## config.mk

```make
export PLATFORM = sky130hd
export DESIGN_NAME = pipe_hazard_ctrl
export DESIGN_NICKNAME = d
export VERILOG_FILES = /design/src/rtl/pipe_hazard_ctrl_pkg.sv /design/src/rtl/pipe_hazard_ctrl_scoreboard.sv /design/src/rtl/pipe_hazard_ctrl.sv
export SDC_FILE = /design/constraint.sdc
export NUM_CORES = 1
export LEC_CHECK = 0
export BUFFER_PORTS_ARGS = -buffer_cell sky130_fd_sc_hd__buf_2
export CORE_UTILIZATION = 56
export CTS_CLUSTER_DIAMETER = 120
export DETAILED_ROUTE_END_ITERATION = 8
export GPL_ROUTABILITY_DRIVEN = 0
export PLACE_DENSITY = 0.88
export REMOVE_ABC_BUFFERS = 1
export SLEW_MARGIN = 20
export SYNTH_ARGS = -nofsm -noshare
export SYNTH_HDL_FRONTEND = slang
export SYNTH_HIERARCHICAL = 1
export SYNTH_SLANG_ARGS = --single-unit
```

## constraint.sdc

```tcl
create_clock -name clk -period 7.12 [get_ports clk]
set_input_delay 0.712 -clock clk [delete_from_list [all_inputs] [get_ports clk]]
set_output_delay 0.712 -clock clk [all_outputs]
set_load 0.02 [all_outputs]
```

## src/rtl/pipe_hazard_ctrl_pkg.sv

```systemverilog
// Shared constants, types and helpers for the pipeline hazard sequencer.
// Scoreboard entries and the per-cycle fetch decision live here.
package pipe_hazard_ctrl_pkg;

    localparam logic [31:0] RESET_PC_DEF = 32'h0000_3000;
    localparam int          NUM_STAGES   = 3;
    localparam logic [4:0]  ZERO_REG     = 5'd0;
    localparam logic [31:0] PC_STEP      = 32'd4;
    localparam logic [15:0] STALL_MAX    = 16'hFFFF;

    typedef struct packed {
        logic       we;
        logic [4:0] dst;
    } sb_entry_t;

    typedef enum logic [1:0] {
        DEC_HOLD     = 2'd0,
        DEC_REDIRECT = 2'd1,
        DEC_STALL    = 2'd2,
        DEC_RUN      = 2'd3
    } decision_t;

    // An in-flight writer blocks ID only if it really writes a non-$0 register that ID reads.
    function automatic logic entry_hits(
        input sb_entry_t  e,
        input logic [4:0] rs,
        input logic [4:0] rt,
        input logic       use_rs,
        input logic       use_rt
    );
        return e.we && (e.dst != ZERO_REG) &&
               ((use_rs && (e.dst == rs)) || (use_rt && (e.dst == rt)));
    endfunction

endpackage

```

## src/rtl/pipe_hazard_ctrl_scoreboard.sv

```systemverilog
// Shift register of in-flight writers (EX, MEM and optionally WB) and the
// RAW comparison against the instruction currently in ID.
module hazard_scoreboard
    import pipe_hazard_ctrl_pkg::*;
#(
    parameter bit WB_BYPASS = 1'b1
) (
    input  logic       clk,
    input  logic       rst_n,
    input  logic       shift_en,
    input  logic       bubble,
    input  logic       id_valid,
    input  logic       id_we,
    input  logic [4:0] id_dst,
    input  logic [4:0] id_rs,
    input  logic [4:0] id_rt,
    input  logic       id_use_rs,
    input  logic       id_use_rt,
    input  logic       redirect,
    output logic       hazard
);

    // With bypass the WB writer is already visible to ID, so its slot is not kept.
    localparam int CHECKED = WB_BYPASS ? (NUM_STAGES - 1) : NUM_STAGES;

    sb_entry_t sb_r [CHECKED];
    sb_entry_t new_s;
    logic      hit_s;

    // Entry entering EX: a bubble when ID/EX is flushed.
    always_comb begin
        new_s = '{we: 1'b0, dst: ZERO_REG};
        if (bubble) begin
            new_s = '{we: 1'b0, dst: ZERO_REG};
        end else begin
            new_s = '{we: id_valid & id_we, dst: id_dst};
        end
    end

    // Advance the writer pipeline on every non-frozen edge.
    always_ff @(posedge clk) begin
        if (!rst_n) begin
            for (int i = 0; i < CHECKED; i++) begin
                sb_r[i] <= '{we: 1'b0, dst: ZERO_REG};
            end
        end else if (shift_en) begin
            sb_r[0] <= new_s;
            for (int i = 1; i < CHECKED; i++) begin
                sb_r[i] <= sb_r[i-1];
            end
        end
    end

    // Any checked writer matching an ID source operand.
    always_comb begin
        hit_s = 1'b0;
        for (int i = 0; i < CHECKED; i++) begin
            if (entry_hits(sb_r[i], id_rs, id_rt, id_use_rs, id_use_rt)) begin
                hit_s = 1'b1;
            end else begin
                hit_s = hit_s;
            end
        end
    end

    // A resolving redirect kills the ID instruction, so it cannot stall.
    always_comb begin
        if (id_valid && !redirect) begin
            hazard = hit_s;
        end else begin
            hazard = 1'b0;
        end
    end

endmodule

```

## src/rtl/pipe_hazard_ctrl.sv

```systemverilog
// Fetch sequencer for a 5-stage pipeline without forwarding: owns the PC,
// stalls on RAW hazards, flushes wrong-path work on EX redirects.
module pipe_hazard_ctrl
    import pipe_hazard_ctrl_pkg::*;
#(
    parameter logic [31:0] RESET_PC  = RESET_PC_DEF,
    parameter bit          WB_BYPASS = 1'b1
) (
    input  logic        clk,
    input  logic        rst_n,
    input  logic        freeze,
    input  logic        id_valid,
    input  logic [4:0]  id_rs,
    input  logic [4:0]  id_rt,
    input  logic        id_use_rs,
    input  logic        id_use_rt,
    input  logic        id_we,
    input  logic [4:0]  id_dst,
    input  logic        redirect,
    input  logic [31:0] redirect_pc,
    output logic [31:0] pc,
    output logic        pc_en,
    output logic        ifid_en,
    output logic        ifid_flush,
    output logic        idex_flush,
    output logic [15:0] stall_cnt
);

    logic        hazard_s;
    decision_t   dec_s;
    logic [31:0] pc_next_s;
    logic [31:0] pc_r;
    logic [15:0] stall_cnt_r;

    hazard_scoreboard #(
        .WB_BYPASS (WB_BYPASS)
    ) u_scoreboard (
        .clk       (clk),
        .rst_n     (rst_n),
        .shift_en  (!freeze),
        .bubble    (idex_flush),
        .id_valid  (id_valid),
        .id_we     (id_we),
        .id_dst    (id_dst),
        .id_rs     (id_rs),
        .id_rt     (id_rt),
        .id_use_rs (id_use_rs),
        .id_use_rt (id_use_rt),
        .redirect  (redirect),
        .hazard    (hazard_s)
    );

    // Priority: freeze, then redirect, then hazard stall, then sequential fetch.
    always_comb begin
        dec_s = DEC_RUN;
        if (freeze) begin
            dec_s = DEC_HOLD;
        end else if (redirect) begin
            dec_s = DEC_REDIRECT;
        end else if (hazard_s) begin
            dec_s = DEC_STALL;
        end else begin
            dec_s = DEC_RUN;
        end
    end

    // Pipeline-control strobes and next fetch address for the chosen decision.
    always_comb begin
        pc_en      = 1'b0;
        ifid_en    = 1'b0;
        ifid_flush = 1'b0;
        idex_flush = 1'b0;
        pc_next_s  = pc_r;
        case (dec_s)
            DEC_HOLD: begin
                pc_en = 1'b0;
            end
            DEC_REDIRECT: begin
                pc_en      = 1'b1;
                ifid_en    = 1'b1;
                ifid_flush = 1'b1;
                idex_flush = 1'b1;
                pc_next_s  = redirect_pc;
            end
            DEC_STALL: begin
                idex_flush = 1'b1;
            end
            DEC_RUN: begin
                pc_en     = 1'b1;
                ifid_en   = 1'b1;
                pc_next_s = pc_r + PC_STEP;
            end
            default: begin
                pc_en = 1'b0;
            end
        endcase
    end

    // PC register and saturating hazard-stall counter.
    always_ff @(posedge clk) begin
        if (!rst_n) begin
            pc_r        <= RESET_PC;
            stall_cnt_r <= 16'd0;
        end else begin
            if (pc_en) begin
                pc_r <= pc_next_s;
            end
            if ((dec_s == DEC_STALL) && (stall_cnt_r != STALL_MAX)) begin
                stall_cnt_r <= stall_cnt_r + 16'd1;
            end
        end
    end

    assign pc        = pc_r;
    assign stall_cnt = stall_cnt_r;

endmodule
```

==> results.txt, run 1 <==
----------------------------------------------------
[STA]
  Setup TNS ... 0 ns
  Setup skew after layout ... 0.0134 ns
  Setup WS post-layout ... 3.52 ns
  Unrepaired setup endpoints after global routing ... no
  Slew margin rel. ... 42.7%
  Top achievable clock speed ... 278 MHz
  Finish-stage setup viols ... 0
  Hold slack final ... 0.455 ns
  Clock period minus worst slack ... 3.60 ns
  Final Hold Fails ... 0
  Post-route clock period utilization ... 50.5%
  Worst-Margin Slew ... 0.859 ns
  Number of slew-limit violations in the final report ... 0

[Finish]
  Antenna diode count ... 0
  Share of cells above drive strength 1 ... 28.2%
  Number of fillers in the final layout ... 489
  P&R area growth vs syn ... 21.3%
  Final cell count without fillers ... 586
  Most frequent standard cell in the layout excluding fill and tap cells ... sky130_fd_sc_hd__buf_2
  Highest-count cells in the layout ignoring fill and taps ... sky130_fd_sc_hd__buf_2, sky130_fd_sc_hd__dfxtp_1, sky130_fd_sc_hd__nor2_1
  Final-stage net count ... 563

[Clocking]
  Total number of clock tree sinks ... 60
  H-Tree Depth ... 3
  TritonCTS Buffers ... 9
  Clock latency on the worst-skew pair ... 0.34 ns
  Clk slew on worst S/H paths ... 0.06 ns
  Count of instances resized after the clock tree is built ... 0
  CTS root buf ... sky130_fd_sc_hd__clkbuf_8
  Largest buffer count on any clock path ... 2
  TritonCTS clock tree ... done
  Hold buffer count at CTS ... 0
  Buffers inserted by post-CTS timing repair ... 0

[Flow run]
  Number of violations of the max-capacitance limit ... 0

[Synth]
  Synthesized instance count ... 406
  Proportion of synthesized flip-flops having asynchronous set or reset ... 0%
  Sequential element share of the synthesized area ... 37.5%
  Number of unique standard cell types used by synthesis ... 67
  Average footprint of a synthesized cell ... 8.67 µm²
  Post-synthesis cell area ... 3520 µm²
  Total of warnings raised by yosys ... 6
  Leading register cell type out of synthesis ... sky130_fd_sc_hd__dfxtp_1
  Count of flip-flops with a built-in enable after synthesis ... 12
  Synthesis-stage register bit count ... 60

[Critical path]
  Setup crit end kind ... primary output
  Worst setup path class ... in2out
  Worst Reg2Reg Path Length in Cells ... 9
  Crit-path cells ... buf_2, xor2_1, nor4_1, a32oi_1, o22ai_1, a21o_1, inv_2, buf_2
  Worst endpoint data arrival time ... 2.88 ns
  Kind of cell adding the most delay to the critical path ... compound AO/OA/AOI/OAI gates
  Most Frequent Cell on Critical Path ... sky130_fd_sc_hd__buf_2
  CP max stage delay ... 0.69 ns
  Bufs and invs on worst path ... 3
  Number of logic stages on the critical path including buffering ... 8
  Critical path fanouts, max ... 14
  Cell with the largest stage delay on the worst path ... sky130_fd_sc_hd__o22ai_1
  Category of the worst setup path launch point ... input pin
  Critical Path RT ... 6.41 ns

[Place]
  Dpl hpwl ... 6.95 mm
  Pre-CTS setup slack ... 3.58 ns
  Number of placed instances, taps included ... 570
  Number of input and output port buffers inserted ... 106

[Global routing]
  Vias in the first global route ... 3456
  Pin count of the biggest net entering global routing ... 39
  Initial antenna violation count ... 0
  Remaining global-route overflow ... 0
  Wire length of the first global-routing pass ... 16.0 mm
  Total routing resource utilization after global routing ... 31.5%

[Route]
  Total via count after detailed routing ... 3696
  Overall routed net length ... 9.94 mm
  Router iterations before antenna repair ... 5
  Number of nets still failing antenna checks after routing ... 0
  Routed WL per cell ... 17.0 µm
  Post-detailed-route via-to-cell ratio ... 6.31
  DRC violation count after routing ... 0
  Initial DRC count ... 367

[Floorplanning]
  Cell row count ... 28
  Effective utilization at floorplan ... 58.8%
  Top-Level Pins ... 107
  Die X-Extent ... 81.3 µm
  Die Outline Area ... 6610 µm²
  Placeable core area ... 5990 µm²
  Die Y ... 81.3 µm

[Power]
  Total power of the final layout ... 803 µW
  Max rail drop VDD ... 0.000136 V
  Power per standard cell area ... 188 nW/µm²
  Total leakage power ... 0.00178 µW

[Min path]
  Worst hold stages ... 2
  Worst hold path type ... reg2reg

[Outcome]
  Status ... complete, no violations

----------------------------------------------------
-- stage by stage --
step,instance area (µm²),utilization (%)
final,4270,71.3
after global routing,4270,71.3
after CTS,4270,71.3
after detailed placement,4080,68.1
after global placement,4080,68.1
after floorplan,3430,-
-- cell type report --
cell class | count | area (µm²) | area share (%)
multi-input combinational | 316 | 2070 | 48.5
sequential | 60 | 1320 | 30.9
timing repair buffer | 110 | 561 | 13.1
clock buffer | 14 | 153 | 3.57
tap | 75 | 93.8 | 2.20
clock inverter | 2 | 35.0 | 0.820
inverter | 9 | 33.8 | 0.791
-- logic make-up after synthesis --
family	Yosys count	share of synthesized area, %
multiplexers	3	0.853
flip-flops	60	37.5
buffers and inverters	30	3.55
AND/OR/NAND/NOR	184	30.4
XOR/XNOR	35	8.71
AO/OA/AOI/OAI	92	18.2
adder cells (fa/ha/maj)	2	0.711
-- registers in the layout (all words and copies together) (netlist names) --
name and count:
pc 32, stall_cnt 16, u_scoreboard/sb_r 12
-- metal layers --
layer,up-vias,track usage [%],wire [µm]
li1,1738,-,-
met1,1740,40.7,4220
met2,192,49.7,4720
met3,26,5.73,749
met4,0,16.4,248
met5,-,0,0
-- final timing paths --
| kind | from | to | slack, ns |
|---|---|---|---|
| setup / recovery | id_rs[3] | ifid_en | 3.52 |
| hold / removal | pc[0] | pc[0] | 0.46 |
| setup reg to reg | u_scoreboard/sb_r[0][4] | stall_cnt[15] | 3.92 |
| hold reg to reg | pc[0] | pc[0] | 0.46 |
-- Yosys cell counts, types with 2 or more instances --
library cell               instances  area [µm²]
sky130_fd_sc_hd__nand2b_1          3        18.8
sky130_fd_sc_hd__o221ai_1          3        26.3
sky130_fd_sc_hd__clkbuf_1         12        45.0
sky130_fd_sc_hd__xnor2_1          13         114
sky130_fd_sc_hd__ha_1              2        25.0
sky130_fd_sc_hd__or2_2             2        12.5
sky130_fd_sc_hd__or3_1             4        25.0
sky130_fd_sc_hd__o211ai_1          8        60.1
sky130_fd_sc_hd__o21ai_0          12        60.1
sky130_fd_sc_hd__nor2b_1           2        12.5
sky130_fd_sc_hd__nor4_2            2        25.0
sky130_fd_sc_hd__a31oi_1           6        37.5
sky130_fd_sc_hd__nand2_1          31         116
sky130_fd_sc_hd__a32oi_1           5        43.8
sky130_fd_sc_hd__a221oi_1          2        17.5
sky130_fd_sc_hd__and4_1            4        35.0
sky130_fd_sc_hd__inv_1             7        26.3
sky130_fd_sc_hd__mux2i_1           3        30.0
sky130_fd_sc_hd__a22oi_1           3        22.5
sky130_fd_sc_hd__buf_4             2        15.0
sky130_fd_sc_hd__nand3_1          21         105
sky130_fd_sc_hd__and2_1            9        56.3
sky130_fd_sc_hd__o32ai_1           2        17.5
sky130_fd_sc_hd__o311ai_0          2        17.5
sky130_fd_sc_hd__nor2_1           33         124
sky130_fd_sc_hd__nor3_2            2        20.0
sky130_fd_sc_hd__a211oi_1          6        45.0
sky130_fd_sc_hd__a21oi_1          23         115
sky130_fd_sc_hd__edfxtp_1         12         360
sky130_fd_sc_hd__nor3_1            9        45.0
sky130_fd_sc_hd__a311oi_1          2        17.5
sky130_fd_sc_hd__buf_1             3        11.3
sky130_fd_sc_hd__xor2_1           22         193
sky130_fd_sc_hd__buf_2             4        20.0
sky130_fd_sc_hd__o22ai_1           4        25.0
sky130_fd_sc_hd__nor4_1            9        56.3
sky130_fd_sc_hd__and3_1           15        93.8
sky130_fd_sc_hd__nand4_1          20         125
sky130_fd_sc_hd__or4_1             5        37.5
sky130_fd_sc_hd__dfxtp_1          48         961
sky130_fd_sc_hd__inv_2             2        7.51
sky130_fd_sc_hd__nor4_4            2        42.5
-- worst register-to-register path, delay by kind of cell (launching register included) --
kind	cells	cell delay [ns]
AO/OA/AOI/OAI	2	0.85
XOR/XNOR	2	0.36
flip-flops	1	0.46
AND/OR/NAND/NOR	5	1.40
-- report_power, final --
part | switching (µW) | internal, µW | total, µW | leakage (µW)
registers | 24.0 | 363 | 387 | 0.000523
logic | 67.8 | 46.0 | 114 | 0.00116
clock network | 131 | 171 | 302 | 0.0000947
Note: power is estimated with default switching activity, not from simulation.
==> run 2: changes to the inputs <==
--- a/config.mk
+++ b/config.mk
@@ -5,12 +5,13 @@
 export SDC_FILE = /design/constraint.sdc
 export NUM_CORES = 1
 export LEC_CHECK = 0
+export ABC_AREA = 1
 export BUFFER_PORTS_ARGS = -buffer_cell sky130_fd_sc_hd__buf_2
-export CORE_UTILIZATION = 56
+export CORE_UTILIZATION = 53
 export CTS_CLUSTER_DIAMETER = 120
 export DETAILED_ROUTE_END_ITERATION = 8
 export GPL_ROUTABILITY_DRIVEN = 0
-export PLACE_DENSITY = 0.88
+export PLACE_DENSITY = 0.82
 export REMOVE_ABC_BUFFERS = 1
 export SLEW_MARGIN = 20
 export SYNTH_ARGS = -nofsm -noshare
==> constraint.sdc (replaced) <==
create_clock -name clk -period 3.4 [get_ports clk]
set_input_delay 0.34 -clock clk [delete_from_list [all_inputs] [get_ports clk]]
set_output_delay 0.34 -clock clk [all_outputs]
set_load 0.02 [all_outputs]
==> run 2 against run 1 <==
Net effect:
- clock-buffer cell count shrank 4
- via count increased by 23%
- critical endpoint is now pc_en
- sequential share of layout area is 3.0 points lower
- clock power rose by 100%
- register-to-register slack worse by 3.1 ns
- first-iteration DRC count decreased by 29%
- highest routed layer unchanged
- design area up 11%
- worst setup slack worse by 2.8 ns
- global-route usage down 2.3 points
- critical path depth increased by 5
- non-clock buffer count fell by 2
- total power rose by 110%
==> results.txt, run 2 <==
----------------------------------------------------
[Outcome]
  Status ... complete, no violations

[Synth]
  Count of flip-flops with a built-in enable after synthesis ... 12 (unchanged)
  Area share of the largest cell type after synthesis ... 24.2% (-3.1 points)
  Total of warnings raised by yosys ... 6 (unchanged)
  Average footprint of a synthesized cell ... 6.11 µm² (-30%)
  Commonest cells in the netlist ... sky130_fd_sc_hd__nand2_1, sky130_fd_sc_hd__nor2_1, sky130_fd_sc_hd__inv_1
  Number of unique standard cell types used by synthesis ... 42 (-37%)
  Post-synthesis cell area ... 3980 µm² (+13%)
  Biggest area contributors in the synthesized netlist ... sky130_fd_sc_hd__dfxtp_1, sky130_fd_sc_hd__nand2_1, sky130_fd_sc_hd__nor2_1
  Sequential element share of the synthesized area ... 33.2% (-4.3 points)
  Most common cell in the synthesized netlist ... sky130_fd_sc_hd__nand2_1
  Biggest area consumer among synthesized cells ... sky130_fd_sc_hd__dfxtp_1
  Leading register cell type out of synthesis ... sky130_fd_sc_hd__dfxtp_1
  Synthesis-stage register bit count ... 60 (unchanged)
  Synthesized instance count ... 651 (+60%)
  Proportion of synthesized flip-flops having asynchronous set or reset ... 0% (unchanged)

[STA]
  Setup skew after layout ... 0.0126 ns (-0.000753 ns)
  Number of slew-limit violations in the final report ... 0 (unchanged)
  Top achievable clock speed ... 381 MHz
  Setup TNS ... 0 ns (unchanged)
  Clock period minus worst slack ... 2.63 ns
  Post-route clock period utilization ... 77.3%
  Unrepaired setup endpoints after global routing ... no
  Slew margin rel. ... 30.8% (-12 points)
  Final Hold Fails ... 0 (unchanged)
  Finish-stage setup viols ... 0 (unchanged)
  Worst-Margin Slew ... 1.04 ns (+0.177 ns)

[Global routing]
  Total routing resource utilization after global routing ... 29.1% (-2.3 points)
  Vias in the first global route ... 4009 (+16%)
  Initial antenna violation count ... 0 (unchanged)
  Pin count of the biggest net entering global routing ... 32 (-18%)
  Wire length of the first global-routing pass ... 17.8 mm (+12%)
  Remaining global-route overflow ... 0 (unchanged)

[Finish]
  Highest-count cells in the layout ignoring fill and taps ... sky130_fd_sc_hd__nand2_1, sky130_fd_sc_hd__buf_2, sky130_fd_sc_hd__nor2_1
  Final-stage net count ... 808 (+44%)
  P&R area growth vs syn ... 18.9%
  Area used by sequential logic in the layout ... 1320 µm² (unchanged)
  Final std cell area, no fill ... 4730 µm² (+11%)
  Most frequent standard cell in the layout excluding fill and tap cells ... sky130_fd_sc_hd__nand2_1
  Largest register FFs ... 32 (unchanged)
  Number of fillers in the final layout ... 675 (+38%)
  Share of cells above drive strength 1 ... 19.3% (-8.9 points)
  Area of the multi-input gates ... 2270 µm² (+9.6%)
  Antenna diode count ... 0 (unchanged)

[Critical path]
  Worst Reg2Reg Path Length in Cells ... 15 (+6)
  Crit-path cells ... inv_2, nand2_1, nand2_1, nor2_1, nand3_1, nand2_1, nand2_1, a21oi_2, nor2_2, buf_4, inv_1, nand2_1, buf_2
  CP max stage delay ... 0.42 ns (-0.27 ns)
  Cell with the largest stage delay on the worst path ... sky130_fd_sc_hd__edfxtp_1
  Critical path fanouts, max ... 13 (-1)
  FF-to-FF setup slack ... 0.86 ns (-3.06 ns)
  Most Frequent Cell on Critical Path ... sky130_fd_sc_hd__nand2_1
  Category of the worst setup path launch point ... flip-flop
  Kind of cell adding the most delay to the critical path ... simple AND/OR/NAND/NOR gates
  Bufs and invs on worst path ... 4 (+1)
  Setup crit end kind ... primary output
  Number of logic stages on the critical path including buffering ... 13 (+5)
  Worst endpoint data arrival time ... 2.29 ns (-0.59 ns)
  Critical Path RT ... 3.06 ns (-3.35 ns)
  Worst setup path class ... reg2out

[Route]
  Initial DRC count ... 261 (-29%)
  Post-detailed-route via-to-cell ratio ... 5.32 (-16%)
  Router iterations before antenna repair ... 5 (unchanged)
  Routed WL per cell ... 12.8 µm (-25%)
  Overall routed net length ... 10.9 mm (+9.7%)
  Number of nets still failing antenna checks after routing ... 0 (unchanged)
  DRC violation count after routing ... 0 (unchanged)
  Total via count after detailed routing ... 4551 (+23%)

[Flow run]
  Number of violations of the max-capacitance limit ... 0 (unchanged)

[Clocking]
  Clock latency on the worst-skew pair ... 0.34 ns (about the same)
  Buffers inserted by post-CTS timing repair ... 0 (unchanged)
  Largest buffer count on any clock path ... 2 (unchanged)
  TritonCTS clock tree ... done
  Clk slew on worst S/H paths ... 0.07 ns (about the same)
  Count of instances resized after the clock tree is built ... 0 (unchanged)
  Total number of clock tree sinks ... 60 (unchanged)
  H-Tree Depth ... 3 (unchanged)
  TritonCTS Buffers ... 9 (unchanged)
  CTS root buf ... sky130_fd_sc_hd__clkbuf_8
  Hold buffer count at CTS ... 0 (unchanged)

[Floorplanning]
  Cell row count ... 31 (+11%)
  Placeable core area ... 7250 µm² (+21%)
  Die X-Extent ... 88.6 µm (+9.0%)
  Effective utilization at floorplan ... 54.8% (-3.9 points)
  Top-Level Pins ... 107 (unchanged)
  Die Outline Area ... 7850 µm² (+19%)
  Die Y ... 88.6 µm (+9.0%)

[Place]
  Placed Instance Area ... 4540 µm² (+11%)
  Dpl hpwl ... 8.10 mm (+17%)
  Number of input and output port buffers inserted ... 106 (unchanged)

[Min path]
  Worst hold stages ... 3 (+1)
  Worst hold path type ... in2reg

[Power]
  Max rail drop VDD ... 0.000248 V (+82%)
  Power per standard cell area ... 358 nW/µm² (+90%)
  Total leakage power ... 0.00220 µW (+24%)

----------------------------------------------------
## run 2: cell count changes in the layout (fill, tap and decap cells not counted), sizes merged, moves of 11 or more
cell   before  now
xor2       22    5
nand3      23   57
nand4      22   11
inv         9   74
o21ai      14   27
xnor2      13    2
and3       16    0
nor2       34  114
nor4       13    1
nand2      31  210
## run 2: layer usage
| layer | vias to the layer above | part of all wire, % | global-route usage, % | wire length [µm] |
|---|---|---|---|---|
| met5 | - | 0 | 0 | 0 |
| met1 | 2055 | 45 | 39.1 | 4950 |
| li1 | 2289 | - | - | - |
| met3 | 18 | 7.2 | 4.94 | 782 |
| met2 | 189 | 46 | 46.6 | 4990 |
| met4 | 0 | 1.7 | 11.7 | 182 |
## run 2: power breakdown
group / internal, µW / switching (µW) / total [µW]
clock network: 331 / 282 / 613
registers: 762 / 44.9 / 807
logic: 98.1 / 173 / 271
total: 1190 / 499 / 1690
## run 2: final cells by class
| cell class | count | share of cell area (%) |
|---|---|---|
| clock buffers | 10 | 2.70 |
| flip-flops and latches | 60 | 28.0 |
| well taps | 99 | 2.62 |
| multi-input cells | 497 | 48.1 |
| inverters | 75 | 5.96 |
| repair buffers | 108 | 11.5 |
| clock inverters | 6 | 1.16 |
## run 2: path summary, 6_finish.rpt
kind	end	startpoint
worst max-delay path	pc_en	u_scoreboard/sb_r[0][3]
worst min-delay path	pc[1]	redirect_pc[1]
worst max register to register	pc[9]	u_scoreboard/sb_r[0][3]
worst min register to register	pc[1]	pc[1]
## run 2: metrics by stage
step / utilization (%) / hold slack, ns / total power, µW / setup WS [ns] / cells
floorplan: - / 0.427 / 978 / 0.963 / 632
global placement: 62.7 / 0.460 / 1080 / 0.999 / 839
detailed placement: 62.7 / 0.476 / 1090 / 0.893 / 839
CTS: 65.2 / 0.264 / 1690 / 0.795 / 855
global route: 65.2 / 0.270 / 1760 / 0.595 / 855
finish: 65.2 / 0.275 / 1690 / 0.773 / 855
## run 2: tightest hold or removal path, cell delays in order
cell                      delay, ns
sky130_fd_sc_hd__buf_2         0.09
sky130_fd_sc_hd__o21ai_0       0.07
sky130_fd_sc_hd__nor2_1        0.07
## run 2: cell families (layout without fill, tap and decap cells)
family / Yosys count / in the layout / synth area share [%]
AND/OR/NAND/NOR: 417 / 417 / 44.9
XOR/XNOR: 7 / 7 / 1.54
adder cells (fa/ha/maj): 2 / 2 / 0.629
flip-flops: 60 / 60 / 33.2
AO/OA/AOI/OAI: 71 / 71 / 10.0
buffers and inverters: 94 / 199 / 9.60
